$ cat config.mk
export PLATFORM = sky130hd
export DESIGN_NAME = seq_divider
export DESIGN_NICKNAME = d
export VERILOG_FILES = /design/src/rtl/div_pkg.sv /design/src/rtl/seq_divider_trial_subtractor.sv /design/src/rtl/seq_divider.sv
export SDC_FILE = /design/constraint.sdc
export NUM_CORES = 1
export LEC_CHECK = 0
export BUFFER_PORTS_ARGS = -buffer_cell sky130_fd_sc_hd__clkbuf_2
export CAP_MARGIN = 20
export CORE_UTILIZATION = 54
export CTS_CLUSTER_DIAMETER = 100
export CTS_CLUSTER_SIZE = 25
export DETAILED_ROUTE_END_ITERATION = 6
export PLACE_DENSITY = 0.77
export SLEW_MARGIN = 15
export SYNTH_ARGS = -nofsm -noshare
export SYNTH_HDL_FRONTEND = slang
export SYNTH_SLANG_ARGS = --single-unit
export TNS_END_PERCENT = 10
$ cat constraint.sdc
create_clock -name clk -period 2.3 [get_ports clk]
set_input_delay 0.345 -clock clk [delete_from_list [all_inputs] [get_ports clk]]
set_output_delay 0.345 -clock clk [all_outputs]
set_load 0.01 [all_outputs]
$ cat src/rtl/div_pkg.sv
// Shared types and defaults for the sequential restoring divider.
package div_pkg;

   localparam int DIV_DEF_WIDTH = 4;

   typedef enum logic [1:0] {
      IDLE = 2'd0,
      RUN  = 2'd1,
      DONE = 2'd2
   } div_state_t;

endpackage

$ cat src/rtl/seq_divider_trial_subtractor.sv
// Combinational trial subtractor: the subtracting counterpart of the ripple adder.
module trial_subtractor #(
   parameter int N = 5
) (
   input  logic [N-1:0] i_a,
   input  logic [N-1:0] i_b,
   output logic [N-1:0] o_diff,
   output logic         o_borrow
);

   assign {o_borrow, o_diff} = {1'b0, i_a} - {1'b0, i_b};

endmodule

$ cat src/rtl/seq_divider.sv
// Multi-cycle unsigned restoring divider, one quotient bit per clock.
//
// state | meaning
// IDLE  | waiting for start
// RUN   | one restoring step per cycle, WIDTH steps
// DONE  | results valid, done pulse; start accepted as in IDLE
module seq_divider
   import div_pkg::*;
#(
   parameter int WIDTH = DIV_DEF_WIDTH
) (
   input  logic             clk,
   input  logic             rst_n,
   input  logic             start,
   input  logic [WIDTH-1:0] dividend,
   input  logic [WIDTH-1:0] divisor,
   output logic             busy,
   output logic             done,
   output logic [WIDTH-1:0] quotient,
   output logic [WIDTH-1:0] remainder,
   output logic             div_by_zero
);

   localparam int CW = (WIDTH > 2) ? $clog2(WIDTH) : 1;
   localparam logic [CW-1:0] LAST = CW'(WIDTH - 1);

   div_state_t       r_state;
   div_state_t       w_state_nxt;
   logic [CW-1:0]    r_cnt;
   logic [WIDTH-1:0] r_rem;
   logic [WIDTH-1:0] r_q;
   logic [WIDTH-1:0] r_div;
   logic [WIDTH-1:0] r_quot;
   logic [WIDTH-1:0] r_remo;
   logic             r_busy;
   logic             r_done;
   logic             r_dbz;

   logic [WIDTH:0]   w_trial_a;
   logic [WIDTH:0]   w_diff;
   logic             w_borrow;
   logic             w_accept;
   logic [WIDTH-1:0] w_step_q;
   logic [WIDTH-1:0] w_step_rem;

   assign w_trial_a = {r_rem, r_q[WIDTH-1]};

   trial_subtractor #(.N(WIDTH + 1)) u_sub (
      .i_a      (w_trial_a),
      .i_b      ({1'b0, r_div}),
      .o_diff   (w_diff),
      .o_borrow (w_borrow)
   );

   assign w_accept = start && (r_state != RUN);

   always_comb begin
      w_state_nxt = r_state;
      w_step_q    = {r_q[WIDTH-2:0], ~w_borrow};
      w_step_rem  = w_borrow ? w_trial_a[WIDTH-1:0] : w_diff[WIDTH-1:0];
      unique case (r_state)
         IDLE, DONE: begin
            if (start) w_state_nxt = (divisor == '0) ? DONE : RUN;
            else       w_state_nxt = IDLE;
         end
         RUN: begin
            if (r_cnt == LAST) w_state_nxt = DONE;
         end
         default: w_state_nxt = IDLE;
      endcase
   end

   always_ff @(posedge clk) begin
      if (!rst_n) begin
         r_state <= IDLE;
         r_cnt   <= '0;
         r_rem   <= '0;
         r_q     <= '0;
         r_div   <= '0;
         r_quot  <= '0;
         r_remo  <= '0;
         r_busy  <= 1'b0;
         r_done  <= 1'b0;
         r_dbz   <= 1'b0;
      end else begin
         r_state <= w_state_nxt;
         r_busy  <= (w_state_nxt == RUN);
         r_done  <= (w_state_nxt == DONE);
         if (w_accept) begin
            if (divisor == '0) begin
               r_quot <= '1;
               r_remo <= dividend;
               r_dbz  <= 1'b1;
            end else begin
               r_q   <= dividend;
               r_rem <= '0;
               r_div <= divisor;
               r_cnt <= '0;
               r_dbz <= 1'b0;
            end
         end else if (r_state == RUN) begin
            r_q   <= w_step_q;
            r_rem <= w_step_rem;
            r_cnt <= r_cnt + 1'b1;
            // Visible results change only on the final step, together with done.
            if (r_cnt == LAST) begin
               r_quot <= w_step_q;
               r_remo <= w_step_rem;
            end
         end
      end
   end

   assign busy        = r_busy;
   assign done        = r_done;
   assign quotient    = r_quot;
   assign remainder   = r_remo;
   assign div_by_zero = r_dbz;

endmodule

==> impl_results.md <==
* Setup TNS at 0 ps
* Async set or reset register ratio after synthesis at 0%
* Status: finished clean
* Most frequently used flop master after synthesis: dfxtp_1
* Final max-slew violation count at 0
* Vias at between 1000 and 1500
* Initial antenna violation count at 0
* P&R area growth vs syn at 12.52%
* Sequential-to-total area share from yosys stat at 42.27%
* Routability cong. at between 0.8 and 0.9
* Initial Utilization at around 58%
* Synthesized area at between 1000 and 1500 sq um
* Core Area at ~2200 sq um
* Worst rel slew slack at a little over three fifths
* Synth top area cells: dfxtp_1 (42%), nand2_1 (7.3%), ha_1 (4.9%)
* # DRC at 0
* Final non-filler cell total at between 150 and 200
* Avg Cell Area, Syn at about 9 sq um
* Power Internal at 0.6360 mW
* Critical Path Sink Type: flip-flop
* Clock power share at approximately a quarter
* Top cells by count, synth: dfxtp_1 (27), nand2_1 (25), nand3_1 (11)
* Final setup vio count at 0
* Post-route ant nets at 0
* Crit start category: flip-flop
* Final period util at 92.47%
* Row Count at 17
* Share of the synthesized area in the top cell type at 42.27%
* Chip Height at 50.66 um
* ANT cells at 0
* Post-CTS Setup Inserts at 0
* DP Cell Count at between 150 and 200
* Critical Path RT at 2560 ps
* Fin nets at 178
* Layout fillers at between 150 and 200
* Hold WC Path Type: in2reg
* Reg2Reg Depth at 6
* Switching share of power at between 20 and 30%
* First-pass GRT wire length at between 4 and 5 mm
* Maximum VDD drop at roughly 0.39 mV
* Leakage at 0.6114 nW
* Post-synth EDFFs at 0
* DR iter-0 viols at 28
* HPWL after DPL at 2.021 mm
* CP max FO at 5
* Slew @ Worst Pin at between 500 and 600 ps
* Netlist cell types at 40
* Final Hold Viols at 0
* Crit path DAT at about 2400 ps
* Vias/cell at between 5 and 6
* Max Clk Rate at between 400 and 500 MHz
* Comb pwr share at about a fifth
* Synth warn at 0
* Post-Route WL at 2.674 mm
* Max-Cap Viols at 0
* Design area at about 1400 sq um
* CTS tree: done
* First-pass iteration count of the detailed router at 5
* Top-count cell post-synth: dfxtp_1
* Max Root-Sink Buffers at 2
* Dpl cell area at 1408 sq um
* Sequential power share at between 50% and 60%
* WHS Path Cells at 3
* GR Overflow Total at 0
* Post-cts resize count at 0
* Crit Path Class: reg2reg
* Net switching power at roughly 0.27 mW
* Area leader, netlist: dfxtp_1
* CTS clock-pin slew for the worst setup and hold paths at about 140 ps
* Register area at 540.5 sq um
* RSZ-0062 raised after global routing: no
* Clk_lat worst skew at about 350 ps
* Synthesized instance count at 138
* Total power at 0.9036 mW
* Vias in the first global route at 1083
* Buffers added on ports at 21
* Share of layout cells above drive strength 1 at about a quarter
* Multi-input logic area at 693.2 sq um
* # hold bufs at CTS at 0
* Full die area at about 2600 sq um
* #FFs+latches synth at 27
* Worst clock skew at ~21 ps
* Syn nets at roughly 160
* IO Pins at 22
* Final min period at 2127 ps
* Wire per inst at approximately 14 um
* CTS buffer count at 3
* Total track usage at roughly a quarter
* Clock root buffer: clkbuf_4
* Largest net degree at the start of global routing at 34
* Die X at ~51 um
* PwrDens at ~630 nW/um^2
* H-tree depth at 1
* Clk sinks at 27
layer usage:
layer / part of all wire [%] / routed length (um) / global-route usage (%)
met1: 45 / 1203 / 28.81
met2: 50 / 1324 / 41.78
met3: 4.3 / 114 / 3.636
met4: 1.2 / 31 / 9.722
met5: 0 / 0 / 0
registers in the layout (all words and copies together), names as in the netlist, 2 cells and up:
signal	flops
quotient	4
r_cnt	2
r_div	4
r_q	4
r_rem	4
r_state	2
remainder	4
power groups by stage:
stage                     logic, mW  clock network (mW)  registers, mW
after global placement        0.161                   0          0.516
after floorplan               0.121                   0          0.515
final                         0.173               0.224          0.507
after global routing          0.193               0.240          0.509
after detailed placement      0.171                   0          0.517
after CTS                     0.173               0.226          0.507
final cells by class:
class | count | area share, %
Timing Repair Buffer | 23 | 8.348
Sequential cell | 27 | 37.57
Multi-Input combinational cell | 101 | 48.17
Tap cell | 28 | 2.435
Clock inverter | 1 | 0.6087
Clock buffer | 3 | 1.565
Inverter | 5 | 1.304
per-stage QoR:
step	util (%)	hold slack, ps	setup slack [ps]
6_report	65.05	252.7	173.2
5_1_grt	65.05	255.3	87.64
4_1_cts	65.05	251.9	185.1
3_5_place_dp	63.63	465.7	233.9
3_3_place_gp	63.63	461.3	351.8
2_1_floorplan	-	443.5	438.8
final timing paths:
path	startpoint	to	slack [ps]
worst max-delay path	r_rem[0]$_SDFFE_PN0P_	r_rem[0]$_SDFFE_PN0P_	170
worst min-delay path	divisor[1]	r_div[1]$_SDFFE_PN0P_	250
worst max register to register	r_rem[0]$_SDFFE_PN0P_	r_rem[0]$_SDFFE_PN0P_	170
worst min register to register	r_div[1]$_SDFFE_PN0P_	r_div[1]$_SDFFE_PN0P_	480
cell families (layout without fill, tap and decap cells):
logic type	count (synthesis)	count (layout)	synth area share (%)
mux	5	5	4.795
simple gates	55	55	21.43
fa+ha+maj	6	6	6.458
flops	27	27	42.27
buf+inv	10	32	3.522
xor+xnor	1	1	0.6851
compound gates	34	34	20.84
worst max-delay path: stages (launching register included):
cell and delay [ps]:
dfxtp_1 450, ha_1 260, nor2b_1 150, o31a_1 260, nor3_2 340, mux2_2 420
o21ai_0 180
cells in the final DEF (no fill, tap or decap), drive strengths merged, types with 3 or more instances in the layout:
cell,netlist,final
mux2,3,3
nor2b,5,5
nand3,11,11
clkbuf,4,24
ha,5,5
o21ai,10,10
inv,5,6
o221a,3,3
dfxtp,27,27
nor2,3,3
and2,3,3
o211a,3,3
nand2,25,25
a21boi,6,6
o21a,3,3
a21oi,3,3
Power figures use the tool's default switching activity.
